### config.mk
export PLATFORM = sky130hd
export DESIGN_NAME = spi_regbank_sync
export DESIGN_NICKNAME = d
export VERILOG_FILES = /design/src/rtl/spi_regbank_sync.sv
export SDC_FILE = /design/constraint.sdc
export NUM_CORES = 1
export LEC_CHECK = 0
export ABC_AREA = 1
export BUFFER_PORTS_ARGS = -buffer_cell sky130_fd_sc_hd__buf_2
export CAP_MARGIN = 30
export CORE_ASPECT_RATIO = 0.7
export CORE_MARGIN = 3
export CORE_UTILIZATION = 30
export CTS_CLUSTER_SIZE = 12
export DETAILED_ROUTE_END_ITERATION = 16
export GPL_TIMING_DRIVEN = 0
export PLACE_DENSITY = 0.44
export RECOVER_POWER = 25
export SLEW_MARGIN = 10
export SYNTH_ARGS = -nofsm -noshare
export SYNTH_HDL_FRONTEND = slang
export SYNTH_SLANG_ARGS = --single-unit
### constraint.sdc
create_clock -name clk -period 2.2 [get_ports clk]
set_input_delay 0.11 -clock clk [delete_from_list [all_inputs] [get_ports clk]]
set_output_delay 0.11 -clock clk [all_outputs]
set_load 0.03 [all_outputs]
### src/rtl/spi_regbank_sync.sv
// SPI mode-0 slave register bank, fully oversampled into the clk domain.
// Frames are {mode, idx[6:0], clr, set}; commits happen on the CS rising edge.
module spi_regbank_sync #(
    parameter int               N_REGS       = 8,
    parameter int               REG_W        = 4,
    parameter logic [REG_W-1:0] RESET_VAL    = '0,
    parameter int               SOFT_RST_IDX = 11
) (
    input  logic                      clk,
    input  logic                      rst_n,
    input  logic                      spi_clk,
    input  logic                      spi_cs,
    input  logic                      spi_mosi,
    output logic                      spi_miso,
    output logic [N_REGS*REG_W-1:0]   regs_out,
    output logic                      commit_stb,
    output logic [6:0]                commit_idx,
    output logic [7:0]                err_count
);

    localparam int               FRAME_W   = 8 + 2 * REG_W;
    localparam int               CNT_W     = $clog2(FRAME_W + 2);
    localparam logic [CNT_W-1:0] CNT_FRAME = CNT_W'(FRAME_W);
    localparam logic [CNT_W-1:0] CNT_MAX   = CNT_W'(FRAME_W + 1);
    localparam logic [CNT_W-1:0] CNT_ADDR  = CNT_W'(7);
    localparam logic [6:0]       SOFT_IDX  = 7'(SOFT_RST_IDX);

    // Synchronisers plus one edge-detect stage per SPI pin
    logic [1:0] sclk_sync_reg;
    logic [1:0] cs_sync_reg;
    logic [1:0] mosi_sync_reg;
    logic       sclk_d_reg;
    logic       cs_d_reg;

    always_ff @(posedge clk or negedge rst_n) begin
        if (!rst_n) begin
            sclk_sync_reg <= '0;
            cs_sync_reg   <= '0;
            mosi_sync_reg <= '0;
            sclk_d_reg    <= 1'b0;
            cs_d_reg      <= 1'b0;
        end else begin
            sclk_sync_reg <= {sclk_sync_reg[0], spi_clk};
            cs_sync_reg   <= {cs_sync_reg[0], spi_cs};
            mosi_sync_reg <= {mosi_sync_reg[0], spi_mosi};
            sclk_d_reg    <= sclk_sync_reg[1];
            cs_d_reg      <= cs_sync_reg[1];
        end
    end

    logic sclk_s;
    logic cs_s;
    logic mosi_s;
    logic sclk_rise;
    logic sclk_fall;
    logic cs_rise;
    logic cs_fall;

    assign sclk_s    = sclk_sync_reg[1];
    assign cs_s      = cs_sync_reg[1];
    assign mosi_s    = mosi_sync_reg[1];
    assign sclk_rise = sclk_s & ~sclk_d_reg;
    assign sclk_fall = ~sclk_s & sclk_d_reg;
    assign cs_rise   = cs_s & ~cs_d_reg;
    assign cs_fall   = ~cs_s & cs_d_reg;

    logic                 armed_reg;
    logic                 in_frame_reg;
    logic [CNT_W-1:0]     bit_cnt_reg;
    logic [FRAME_W-1:0]   rx_reg;
    logic [REG_W-1:0]     tx_reg;
    logic                 tx_en_reg;
    logic                 miso_reg;
    logic [REG_W-1:0]     snap_val;
    logic [6:0]           addr_idx;

    // Index is complete on the SCLK edge that samples the last address bit
    assign addr_idx = {rx_reg[5:0], mosi_s};

    always_comb begin
        snap_val = '0;
        if (addr_idx != SOFT_IDX) begin
            for (int i = 0; i < N_REGS; i++) begin
                if (addr_idx == 7'(i)) begin
                    snap_val = regs_out[i*REG_W +: REG_W];
                end
            end
        end
    end

    always_ff @(posedge clk or negedge rst_n) begin
        if (!rst_n) begin
            armed_reg    <= 1'b0;
            in_frame_reg <= 1'b0;
            bit_cnt_reg  <= '0;
            rx_reg       <= '0;
            tx_reg       <= '0;
            tx_en_reg    <= 1'b0;
            miso_reg     <= 1'b0;
        end else begin
            if (cs_s) begin
                armed_reg <= 1'b1;
            end
            if (cs_fall) begin
                in_frame_reg <= armed_reg;
                bit_cnt_reg  <= '0;
                rx_reg       <= '0;
                tx_reg       <= '0;
                tx_en_reg    <= 1'b0;
                miso_reg     <= 1'b0;
            end else if (cs_rise) begin
                // CS edge wins over any coincident SCLK edge
                in_frame_reg <= 1'b0;
                tx_en_reg    <= 1'b0;
                miso_reg     <= 1'b0;
            end else if (cs_s) begin
                tx_en_reg <= 1'b0;
                miso_reg  <= 1'b0;
            end else if (in_frame_reg) begin
                if (sclk_rise) begin
                    rx_reg <= {rx_reg[FRAME_W-2:0], mosi_s};
                    if (bit_cnt_reg != CNT_MAX) begin
                        bit_cnt_reg <= bit_cnt_reg + 1'b1;
                    end
                    if (bit_cnt_reg == CNT_ADDR) begin
                        tx_reg    <= snap_val;
                        tx_en_reg <= 1'b1;
                    end
                end else if (sclk_fall && tx_en_reg) begin
                    miso_reg <= tx_reg[REG_W-1];
                    tx_reg   <= tx_reg << 1;
                end
            end
        end
    end

    assign spi_miso = miso_reg & ~spi_cs;

    logic               frame_done;
    logic               frame_ok;
    logic               frame_bad;
    logic               frame_mode;
    logic [6:0]         frame_idx;
    logic [REG_W-1:0]   frame_clr;
    logic [REG_W-1:0]   frame_set;
    logic               soft_hit;

    assign frame_done = cs_rise & in_frame_reg;
    assign frame_ok   = frame_done & (bit_cnt_reg == CNT_FRAME);
    assign frame_bad  = frame_done & (bit_cnt_reg != CNT_FRAME);
    assign frame_mode = rx_reg[FRAME_W-1];
    assign frame_idx  = rx_reg[FRAME_W-2 -: 7];
    assign frame_clr  = rx_reg[2*REG_W-1 -: REG_W];
    assign frame_set  = rx_reg[REG_W-1:0];
    assign soft_hit   = (frame_idx == SOFT_IDX);

    always_ff @(posedge clk or negedge rst_n) begin
        if (!rst_n) begin
            commit_stb <= 1'b0;
            commit_idx <= '0;
            err_count  <= '0;
        end else begin
            commit_stb <= frame_ok;
            if (frame_ok) begin
                commit_idx <= frame_idx;
            end
            if (frame_bad && err_count != 8'hFF) begin
                err_count <= err_count + 8'd1;
            end
        end
    end

    // Per-bit: set only -> 1, clr only -> 0, both -> toggle, neither -> hold
    function automatic logic [REG_W-1:0] stc_update(
        input logic [REG_W-1:0] cur,
        input logic [REG_W-1:0] set_v,
        input logic [REG_W-1:0] clr_v
    );
        return (cur & ~(set_v | clr_v)) | (set_v & ~clr_v) | (~cur & set_v & clr_v);
    endfunction

    genvar gi;
    generate
        for (gi = 0; gi < N_REGS; gi++) begin : g_reg
            logic [REG_W-1:0] val_reg;

            always_ff @(posedge clk or negedge rst_n) begin
                if (!rst_n) begin
                    val_reg <= RESET_VAL;
                end else if (frame_ok) begin
                    if (soft_hit) begin
                        val_reg <= RESET_VAL;
                    end else if (frame_idx == 7'(gi)) begin
                        val_reg <= frame_mode ? frame_set
                                              : stc_update(val_reg, frame_set, frame_clr);
                    end
                end
            end

            assign regs_out[gi*REG_W +: REG_W] = val_reg;
        end
    endgenerate

endmodule

# After elaboration in Yosys (flattened, before gate mapping)
# Cells that the tools add are included.
# word_totals
wordCells,214
output_inout_bits,49
inputBits,5
reg_bits,85
# classes
addsub,2
bitwise_logic,65
mux,65
n_eq_ne,25
n_reduce_logical,34
# ops
cell,n
4-bit 2-to-1 mux,40
4-bit AND,25
16-bit 2-to-1 mux,5
4-bit bitwise OR,17
"7-bit by 3-bit equality test with 1-bit output, second input constant",8
4-bit NOT,10
5-bit 2-to-1 mux,6
"7-bit by 2-bit equality test with 1-bit output, second input constant",4
2-bit nonzero test,12
2-bit AND reduction,8
4-bit nonzero test,4
"7-bit by 1-bit equality test with 1-bit output, second input constant",2
7-bit logical NOT,2
1-bit 2-to-1 mux,14
"5-bit inequality test, second input constant",2
5-bit AND reduction,2
"8-bit by 1-bit adder with 8-bit output, second input constant",1
1-bit AND,8
"8-bit inequality test, second input constant",1
"7-bit by 4-bit equality test with 1-bit output, second input constant",1
"7-bit by 4-bit inequality test with 1-bit output, second input constant",1
3-bit AND reduction,2
"5-bit by 1-bit adder with 5-bit output, second input constant",1
"5-bit by 3-bit equality test with 1-bit output, second input constant",1
other kinds (8),14

# Logic depth before layout (Yosys ltp)
# Gate-level depths: netlist (run 1).
# logic_depth
depth_word,16
depth_mapped,14
depth_no_buf,13

# Least setup slack after synthesis (run 1)
# OpenSTA, ideal clock, no wires.
# synth_path
kind,reg2reg
startpoint,register cs_sync_reg[1]
endpoint,register bit_cnt_reg[4]
setup_ns,0.127
arrival_time_ns,1.654
path_buffers,0
path_slack_ns,0.419
path_stages_with_launch,10
period_less_slack_ns,1.781
required_ns,2.073
path_cell_list,dfrtp_1 inv_1 ha_1 inv_2 a211oi_2 nand2_2 nor2_4 nand3_2 nor3_1 nor3b_2
# synth_via
elab_chain_len,4
word_cells_on_any_way,10
cone_classes,2 x eq/ne; 1 x mux; 3 x bitwise; 4 x reduce/logical
# synth_lines
element,line_no,source
"start, declared",30,logic [1:0] cs_sync_reg;
"start signal, assigned",44,"cs_sync_reg <= {cs_sync_reg[0], spi_cs};"
1-bit NOT,65,assign cs_fall = ~cs_s & cs_d_reg;
1-bit AND,65,
2-bit by 1-bit inequality test with 1-bit output (no source line) or 2-bit nonzero test (tied branches),-,
5-bit AND reduction (no source line),-,
"end signal, assigned",123,bit_cnt_reg <= bit_cnt_reg + 1'b1;
"end, declared",69,logic [CNT_W-1:0] bit_cnt_reg;
# Parallel ways exist; a longest one is shown, timed or not.
# A chain may end at the register's enable or synchronous reset.

# Worst setup path in the final report (run 1)
# layout_path
startpoint,register cs_sync_reg[1]
endpoint,register rx_reg[10]
# layout_via
elab_chain_len,4
word_cells_on_any_way,9
cone_classes,2 x eq/ne; 1 x mux; 3 x bitwise; 3 x reduce/logical
# layout_lines
element,line_no,source
1-bit NOT,65,
1-bit AND,65,
2-bit by 1-bit inequality test with 1-bit output (no source line) or 2-bit nonzero test (tied branches),-,
4-bit AND reduction (no source line),-,
"end signal, assigned",121,"rx_reg <= {rx_reg[FRAME_W-2:0], mosi_s};"
"end, declared",70,logic [FRAME_W-1:0] rx_reg;
# Parallel ways exist; a longest one is shown, timed or not.

==> results.py, run 1 <==
metrics = {
    "floorplan": {
        "row_count": 36,
        "start_util_pct": 31.5,
        "ios": 54,
        "chipWidth_um": 152,
        "die_h_um": 108,
        "coreArea_mm2": 0.0143,
        "die-area_mm2": 0.0165,
    },
    "worst_setup_path": {
        "cp_data_arrival_time_ns": 2.22,
        "path_class": "reg2reg",
        "crit_required_ns": 2.41,
        "r2r-end": "rx_reg[10]",
        "r2r_start": "cs_sync_reg[1]",
        "path_max_fanout": 10,
        "r2r_cells": 8,
        "critPathLaunchType": "flip-flop",
        "r2r_setup_slack_ns": 0.19,
        "endpoint_kind": "flip-flop",
    },
    "yosys": {
        "synth_edf_count": 0,
        "synth_seq_cells": 85,
        "async_flop_share_pct": 100,
        "yosys_most_used_dff": "dfrtp_1",
        "syn_area_per_cell_um2": 8.23,
        "synth_area_mm2": 0.00449,
        "synth_fp_nets": 558,
        "ys_warn_count": 0,
        "netlist_instances": 546,
        "ys_seq_area_share_pct": 47.3,
        "synth_cell_type_count": 41,
    },
    "worst_hold_path": {
        "min_to": "cs_sync_reg[1]",
        "hp-start": "cs_sync_reg[0]",
        "hold_path_class": "reg2reg",
        "hold_path_depth": 0,
    },
    "finish": {
        "final_nets": 629,
        "fill_cells": 1427,
        "area_growth_syn_to_layout_pct": 21.0,
        "post-route-util_pct": 38.1,
        "drive_above_1_share_pct": 19.6,
        "diodes": 0,
        "largest_reg_flops": 32,
    },
    "cts": {
        "clock_path_buffers": 2,
        "cts_tree": "built",
        "cts_sinks": 85,
        "clk_latency_ns": 0.34,
        "cts_made_buffers": 9,
        "cts_root_buf": "clkbuf_16",
        "clkTransAtPathRegs_ns": 0.06,
        "htreeDepth": 3,
    },
    "pwr": {
        "seq_power_share_pct": 43.1,
        "clkPwrFrac_pct": 42.8,
        "swShare_pct": 27.8,
        "p_per_area_mw_per_mm2": 729,
        "p_leak_nw": 2.45,
        "p_int_mw": 2.86,
        "switchingPower_mw": 1.10,
        "comb_power_share_pct": 14.1,
        "p_total_mw": 3.97,
        "peakVddDrop_mv": 0.418,
    },
    "place": {
        "numPortBuffers": 53,
        "place_hpwl_um": 9140,
        "gp_congestion": 0.901,
        "place_ws_ns": -0.0817,
    },
    "sta": {
        "hold_viol": 0,
        "clock.fmax_mhz": 498,
        "worstMarginPinSlew_ns": 1.16,
        "layout_setup_ws_ns": 0.190,
        "whs_ns": 0.349,
        "final.min_clock_period_ns": 2.01,
        "fin_skew_ns": 0.00861,
        "finalSetupViolations": 0,
        "rsz0062_at_grt": "no",
        "fin_crit_sh_pct": 91.4,
        "drv_slew": 0,
        "maxSlewHeadroom_pct": 22.9,
    },
    "route": {
        "routed.top_layer": "met4",
        "post-route-drc-count": 0,
        "ant_nets": 0,
        "via_per_inst": 4.89,
        "wire_per_inst_um": 15.7,
        "drt_iter0_drc": 260,
        "wl_met2_um": 5140,
        "wl_met1_um": 6730,
        "vias": 3969,
        "routed_wl_um": 12700,
        "firstDrtPassIters": 5,
        "dr_wl_met3_um": 650,
    },
    "run": {
        "maxCapViolCount": 0,
    },
    "global_route": {
        "grt_pass1_vias": 3759,
        "grt_overflow_total": 0,
        "grt_max_degree": 44,
        "track_usage_pct": 16.1,
        "antenna_found_initial": 0,
        "grt_pass1_wl_um": 20800,
    },
    "run_status": {
        "outcome": "finished, final reports clean",
    },
}
[metal layers]
| metal | up-vias | GRT usage, % |
|---|---|---|
| li1 | 1966 | - |
| met1 | 1882 | 24.3 |
| met2 | 106 | 22.5 |
| met3 | 15 | 3.72 |
| met4 | 0 | 5.20 |
| met5 | - | 0 |
[cells in the final DEF (no fill, tap or decap), types with 5 or more instances in the layout]
cell type and instances:
clkbuf_16 9, dfrtp_1 84, clkbuf_1 5, nand2_2 5, nand3_1 56, o21ai_1 16
a21oi_4 6, o22ai_1 16, inv_1 51, inv_2 10, o21ai_0 62, nand2_1 137
ha_1 5, a21oi_1 14, buf_2 52, nor2_1 20, nand4_1 7
[layout make-up]
type,count,area (um2),share of cell area (%)
clock buffers,10,239,4.39
plain buffers,15,96.3,1.77
well taps,190,238,4.37
inverters,61,229,4.21
flip-flops and latches,85,2130,39.1
multi-input cells,385,2070,38.1
clock inverters,6,93.8,1.73
repair buffers,60,343,6.30
[cell usage after synthesis (4+ instances only)]
library cell  instances  area (um2)
nor3_1                4        20.0
a21oi_1              14        70.1
nor2_1               20        75.1
nand3_1              56         280
nand2_2               5        31.3
buf_2                 5        25.0
ha_1                  7        87.6
o21ai_1              16        80.1
o22ai_1              16         100
xor2_1                4        35.0
o21ai_0              62         310
nand4_1               7        43.8
dfrtp_1              85        2130
inv_1                51         191
or2_0                 4        25.0
a21oi_4               6        97.6
nand2_1             137         514
inv_2                10        37.5
[worst max-delay path by stage]
stage	from	endpoint	slack (ns)	cells after the start
2_1_floorplan	cs_sync_reg[1]	bit_cnt_reg[4]	0.42	9
6_report	cs_sync_reg[1]	rx_reg[10]	0.19	8
4_1_cts	cs_sync_reg[1]	g_reg[7].val_reg[2]	0.05	8
5_1_grt	cs_sync_reg[1]	bit_cnt_reg[4]	0.02	9
3_5_place_dp	cs_sync_reg[1]	g_reg[3].val_reg[2]	-0.08	5
3_3_place_gp	cs_sync_reg[1]	g_reg[3].val_reg[0]	-0.10	5
[cells by family (layout without fill, tap and decap cells)]
group | count (synthesis) | after routing | synth area share [%]
DFF | 85 | 85 | 47.3
adders and majority gates | 7 | 7 | 1.95
and+or+nand+nor | 249 | 249 | 25.9
AOI/OAI and AO/OA | 120 | 120 | 15.8
muxes | 2 | 2 | 0.501
xor gates and xnor gates | 7 | 7 | 1.36
buffers and inverters | 76 | 152 | 7.16
[per-stage QoR]
step | instances | setup TNS [ns] | instance area [um2]
2_1_floorplan | 546 | 0 | 4490
3_3_place_gp | 789 | -0.300 | 5000
3_5_place_dp | 790 | -0.270 | 5030
4_1_cts | 811 | 0 | 5410
5_1_grt | 812 | 0 | 5440
6_report | 812 | 0 | 5440
[repair_timing]
item / 4_1_cts / 5_1_grt
resized for setup: 1 / 8
buffers inserted: 1 / 1
pin swaps: 1 / 1
setup endpoints to repair: 19 / 40
hold endpoints to repair: 45 / 0
hold buffers: 4 / 0
[power groups by stage]
stage	clock network (mW)	registers [mW]	logic [mW]
finish	1.70	1.71	0.559
global route	1.83	1.72	0.640
CTS	1.76	1.71	0.559
detailed placement	0	1.74	0.547
global placement	0	1.74	0.535
floorplan	0	1.79	0.325
[critical path, stage by stage, from the launching register on]
cell	delay, ns
dfrtp_2	0.47
inv_1	0.11
ha_2	0.24
inv_2	0.11
a211oi_4	0.28
nand2_2	0.12
inv_1	0.21
clkbuf_4	0.26
o22ai_1	0.08
No activity file was read; power rests on OpenSTA's default activity.
==> inputs of run 2 (changes only) <==
--- a/config.mk
+++ b/config.mk
@@ -8,12 +8,10 @@
 export ABC_AREA = 1
 export BUFFER_PORTS_ARGS = -buffer_cell sky130_fd_sc_hd__buf_2
 export CAP_MARGIN = 30
-export CORE_ASPECT_RATIO = 0.7
 export CORE_MARGIN = 3
 export CORE_UTILIZATION = 30
 export CTS_CLUSTER_SIZE = 12
 export DETAILED_ROUTE_END_ITERATION = 16
-export GPL_TIMING_DRIVEN = 0
 export PLACE_DENSITY = 0.44
 export RECOVER_POWER = 25
 export SLEW_MARGIN = 10
==> run 2 against run 1 <==
Sequential power about the same. Setup slack better by 0.022 ns. Wire length down 4.6%. Total power down 3.2%. Critical endpoint is now g_reg[4].val_reg[3]. Sequential share of layout area up 0.43 points. Non-clock buffer count down 2. Hold slack better by 0.0023 ns. Register-to-register slack better by 0.02 ns.
==> results.py, run 2 (same netlist as run 1, synthesis figures left out) <==
metrics = {
    "cts": {
        "post_cts_buffers": 0,
        "cts_root_buf": "clkbuf_16",
        "htreeDepth": 3,
        "clk_latency_ns": 0.35,
        "clock_path_buffers": 2,
        "clkTransAtPathRegs_ns": 0.06,
        "cts_tree": "built",
        "cts_made_buffers": 9,
        "cts_sinks": 85,
    },
    "finish": {
        "area_growth_syn_to_layout_pct": 19.7,
        "drive_above_1_share_pct": 19.9,
        "fill_cells": 1485,
        "layout_common_cells": "nand2_1, dfrtp_1, o21ai_0, nand3_1",
        "diodes": 0,
        "mostFrequentLayoutCell": "nand2_1",
        "final_nets": 627,
        "fin_cells": 803,
        "largest_reg_flops": 32,
    },
    "worst_setup_path": {
        "r2r_cells": 7,
        "crit_required_ns": 2.47,
        "r2r_start": "cs_sync_reg[1]",
        "cp_slowest_cell": "dfrtp_2",
        "path_delay_family": "simple AND/OR/NAND/NOR gates",
        "critPathLaunchType": "flip-flop",
        "r2r_setup_slack_ns": 0.21,
        "worstPathCellList": "ha_1, nand2_1, nor3_2, inv_4, a21oi_4, nand3_1, o21ai_0",
        "endpoint_kind": "flip-flop",
        "r2r-end": "g_reg[4].val_reg[3]",
        "path_class": "reg2reg",
        "path_max_fanout": 20,
        "cp_slowest_stage_delay_ns": 0.46,
        "cp_data_arrival_time_ns": 2.26,
        "critPathBufInv": 1,
    },
    "route": {
        "routed_wl_um": 12100,
        "vias": 3837,
        "drt_iter0_drc": 175,
        "via_per_inst": 4.78,
        "wire_per_inst_um": 15.1,
        "ant_nets": 0,
        "firstDrtPassIters": 4,
        "post-route-drc-count": 0,
    },
    "global_route": {
        "grt_overflow_total": 0,
        "grt_max_degree": 44,
        "track_usage_pct": 15.7,
        "antenna_found_initial": 0,
        "grt_pass1_wl_um": 20000,
        "grt_pass1_vias": 3717,
    },
    "sta": {
        "maxSlewHeadroom_pct": 20.9,
        "drv_slew": 0,
        "final.min_clock_period_ns": 1.99,
        "rsz0062_at_grt": "no",
        "clock.fmax_mhz": 503,
        "worstMarginPinSlew_ns": 1.19,
        "tns_ns": 0,
        "finalSetupViolations": 0,
        "fin_skew_ns": 0.00906,
        "fin_crit_sh_pct": 90.4,
        "hold_viol": 0,
    },
    "pwr": {
        "peakVddDrop_mv": 0.365,
        "p_per_area_mw_per_mm2": 714,
        "p_leak_nw": 2.46,
    },
    "run_status": {
        "outcome": "finished, final reports clean",
    },
    "place": {
        "place_inst": 784,
        "gp_congestion": 0.827,
        "place_hpwl_um": 8500,
        "numPortBuffers": 53,
    },
    "worst_hold_path": {
        "hp-start": "cs_sync_reg[0]",
        "min_to": "cs_sync_reg[1]",
        "hold_path_class": "reg2reg",
        "hold_path_depth": 0,
    },
    "floorplan": {
        "start_util_pct": 30.8,
        "row_count": 44,
        "coreArea_mm2": 0.0146,
        "die-area_mm2": 0.0165,
        "ios": 54,
        "chipWidth_um": 128,
        "die_h_um": 128,
    },
    "run": {
        "maxCapViolCount": 0,
    },
}
## run 2: cell count changes in the layout (fill, tap and decap cells not counted), moves of 2 or more
cell,before,now
buf_1,3,0
buf_4,4,15
buf_6,3,0
clkbuf_1,5,1
clkinv_2,0,2
ha_1,5,7
ha_2,2,0
inv_6,2,0
## run 2: report_power, final
group,internal [mW],switching (mW),total [mW]
combinational,0.191,0.366,0.556
sequential,1.64,0.0754,1.72
clock,0.931,0.637,1.57
total,2.76,1.08,3.84
## run 2: timing repair
action | 4_1_cts | 5_1_grt
resized for setup | 0 | 4
hold buffers | 4 | 0
endpoints found under the hold margin | 44 | 0
setup endpoints to repair | 0 | 25
## run 2: through the flow
stage / hold WS [ns] / setup slack, ns / instance area (um2) / total power, mW / utilization [%]
2_1_floorplan: -0.186 / 0.419 / 4490 / 2.11 / -
3_5_place_dp: 0.171 / 0.137 / 5030 / 2.30 / 34.5
5_1_grt: 0.354 / 0.0123 / 5380 / 4.05 / 36.9
6_report: 0.351 / 0.212 / 5380 / 3.84 / 36.9
3_3_place_gp: 0.169 / 0.232 / 5030 / 2.29 / 34.5
4_1_cts: 0.331 / 0.123 / 5370 / 3.90 / 36.8
## run 2: per-layer routing
| metal | part of all wire (%) | wire [um] | GRT usage, % |
|---|---|---|---|
| met5 | 0 | 0 | 0 |
| met4 | 2.0 | 246 | 6.24 |
| met3 | 5.9 | 721 | 2.91 |
| met2 | 45 | 5510 | 24.8 |
| met1 | 47 | 5650 | 21.2 |
## run 2: area by class of cell
class | count | area (um2) | area share (%)
Sequential cell | 85 | 2130 | 39.6
Multi-Input combinational cell | 385 | 2050 | 38.1
Timing Repair Buffer | 73 | 437 | 8.12
Clock buffer | 11 | 253 | 4.70
Inverter | 61 | 231 | 4.30
Tap cell | 184 | 230 | 4.28
Clock inverter | 4 | 47.5 | 0.884
## run 2: worst max path at each step
stage / startpoint / to / slack, ns / depth (start not counted)
floorplan: cs_sync_reg[1] / bit_cnt_reg[4] / 0.42 / 9
global placement: cs_sync_reg[1] / g_reg[7].val_reg[1] / 0.23 / 7
detailed placement: cs_sync_reg[1] / g_reg[4].val_reg[3] / 0.14 / 7
CTS: cs_sync_reg[1] / g_reg[4].val_reg[3] / 0.12 / 7
global route: cs_sync_reg[1] / g_reg[4].val_reg[3] / 0.01 / 7
finish: cs_sync_reg[1] / g_reg[4].val_reg[3] / 0.21 / 7
==> inputs of run 3 (changes only) <==
--- a/config.mk
+++ b/config.mk
@@ -7,12 +7,13 @@
 export LEC_CHECK = 0
 export ABC_AREA = 1
 export BUFFER_PORTS_ARGS = -buffer_cell sky130_fd_sc_hd__buf_2
-export CAP_MARGIN = 30
+export CAP_MARGIN = 20
 export CORE_MARGIN = 3
-export CORE_UTILIZATION = 30
+export CORE_UTILIZATION = 45
 export CTS_CLUSTER_SIZE = 12
 export DETAILED_ROUTE_END_ITERATION = 16
-export PLACE_DENSITY = 0.44
+export GPL_TIMING_DRIVEN = 0
+export PLACE_DENSITY = 0.61
 export RECOVER_POWER = 25
 export SLEW_MARGIN = 10
 export SYNTH_ARGS = -nofsm -noshare
==> run 3 against run 2 <==
Clock-buffer cell count is 1 lower. Cell area decreased by 3.7%. Hold slack better by 0.0039 ns. Wire length fell by 9.3%. Clock power decreased by 33%. Non-clock buffer count unchanged. Global-route usage rose by 4.8 points. Setup slack lost 0.036 ns. Die area decreased by 32%. Combinational power fell by 1%. Sequential power hardly changed. Largest cell class unchanged.
==> results.py, run 3 (same netlist as run 1, synthesis figures left out) <==
metrics = {
    "finish": {
        "final_nets": 627,
        "drive_above_1_share_pct": 20.2,
        "diodes": 0,
        "fin_cells": 749,
        "area_growth_syn_to_layout_pct": 15.3,
        "fill_cells": 942,
        "largest_reg_flops": 32,
        "layout_common_cells": "nand2_1, dfrtp_1, o21ai_0, nand3_1, buf_2",
        "mostFrequentLayoutCell": "nand2_1",
    },
    "cts": {
        "cts_root_buf": "clkbuf_8",
        "htreeDepth": 3,
        "cts_sinks": 85,
        "cts_made_buffers": 9,
        "post_cts_buffers": 0,
        "cts_tree": "built",
        "clock_path_buffers": 2,
        "clk_latency_ns": 0.36,
        "clkTransAtPathRegs_ns": 0.10,
    },
    "worst_setup_path": {
        "critPathBufInv": 2,
        "r2r_start": "cs_sync_reg[1]",
        "crit_start": "cs_sync_reg[1]",
        "path_delay_family": "simple AND/OR/NAND/NOR gates",
        "path_max_fanout": 8,
        "r2r_setup_slack_ns": 0.18,
        "cp_slowest_cell": "dfrtp_2",
        "cp_data_arrival_time_ns": 2.27,
        "crit_required_ns": 2.44,
        "worstPathCellList": "inv_1, ha_2, inv_2, a211oi_4, nand2_2, nor2_4, nand3_2, nor3_1, nor3b_2",
        "path_class": "reg2reg",
        "critPathLaunchType": "flip-flop",
        "cp_slowest_stage_delay_ns": 0.49,
        "endpoint_kind": "flip-flop",
    },
    "sta": {
        "final.min_clock_period_ns": 2.02,
        "hold_viol": 0,
        "clock.fmax_mhz": 494,
        "rsz0062_at_grt": "no",
        "finalSetupViolations": 0,
        "worstMarginPinSlew_ns": 0.828,
        "fin_crit_sh_pct": 92.0,
        "drv_slew": 0,
        "maxSlewHeadroom_pct": 44.1,
        "tns_ns": 0,
        "fin_skew_ns": 0.0139,
    },
    "place": {
        "place_inst": 729,
        "numPortBuffers": 53,
        "gp_congestion": 0.860,
        "place_hpwl_um": 7810,
    },
    "floorplan": {
        "chipWidth_um": 106,
        "die-area_mm2": 0.0112,
        "ios": 54,
        "coreArea_mm2": 0.00946,
        "row_count": 35,
        "start_util_pct": 47.5,
        "die_h_um": 106,
    },
    "pwr": {
        "p_per_area_mw_per_mm2": 639,
        "p_leak_nw": 2.38,
        "peakVddDrop_mv": 0.466,
    },
    "route": {
        "post-route-drc-count": 0,
        "drt_iter0_drc": 214,
        "ant_nets": 0,
        "via_per_inst": 5.21,
        "routed_wl_um": 11000,
        "vias": 3904,
        "firstDrtPassIters": 5,
        "wire_per_inst_um": 14.7,
    },
    "run_status": {
        "outcome": "finished, final reports clean",
    },
    "worst_hold_path": {
        "hold_path_class": "in2async",
    },
    "global_route": {
        "antenna_found_initial": 0,
        "grt_max_degree": 57,
        "grt_overflow_total": 0,
        "grt_pass1_vias": 3727,
        "grt_pass1_wl_um": 18500,
        "track_usage_pct": 20.4,
    },
    "run": {
        "maxCapViolCount": 0,
    },
}
run 3: cell count changes in the layout (fill, tap and decap cells not counted), moves of 3 or more:
cell and change:
buf_1 +3, buf_2 +5, buf_4 -13, buf_6 +3
clkbuf_16 -9, clkbuf_8 +8
run 3: metal layers:
layer	up-vias	GRT usage, %	part of all wire [%]
li1	1947	-	-
met1	1846	27.6	47
met2	94	33.9	47
met3	17	3.10	5.0
met4	0	6.57	1.7
met5	-	0	0
run 3: worst register-to-register path, cell delays in order (launching register included):
cell and delay (ns):
dfrtp_2 0.49, inv_1 0.12, ha_2 0.25, inv_2 0.11, a211oi_4 0.28, nand2_2 0.11, nor2_4 0.18, nand3_2 0.11
nor3_1 0.20, nor3b_2 0.07
run 3: area by class of cell:
type | count | area, um2 | share of cell area [%]
clock buffer | 10 | 138 | 2.66
multi-input combinational | 385 | 2070 | 39.9
buffer | 15 | 96.3 | 1.86
timing repair buffer | 58 | 313 | 6.04
inverter | 61 | 229 | 4.42
tap | 129 | 161 | 3.12
clock inverter | 6 | 46.3 | 0.894
sequential | 85 | 2130 | 41.1
run 3: metrics by stage:
stage	hold slack (ns)	util, %	setup slack (ns)	power, mW	area, um2
finish	0.355	54.8	0.176	3.31	5180
global route	0.362	54.8	0.0244	3.48	5180
CTS	0.236	54.7	0.0393	3.33	5170
detailed placement	0.0771	52.3	0.0892	2.28	4950
global placement	0.217	52.0	0.149	2.26	4920
floorplan	-0.186	-	0.419	2.11	4490
run 3: final timing paths:
check,depth (start not counted),to
worst min register to register,0,cs_sync_reg[1]
min in group clk,0,cs_sync_reg[1]
worst max register to register,9,bit_cnt_reg[4]
worst max-delay path,9,bit_cnt_reg[4]
worst min-delay path,2,g_reg[2].val_reg[1]
max in group asynchronous,3,rx_reg[9]
run 3: where the power goes:
group	internal, mW	total [mW]	switching [mW]
clock	0.447	1.05	0.604
sequential	1.64	1.71	0.0688
combinational	0.184	0.550	0.366
run 3: what timing repair did:
| action | 4_1_cts | 5_1_grt |
|---|---|---|
| endpoints found under the setup margin | 0 | 34 |
| hold endpoints to repair | 32 | 0 |
| hold buffers | 4 | 0 |
| resized for setup | 0 | 10 |
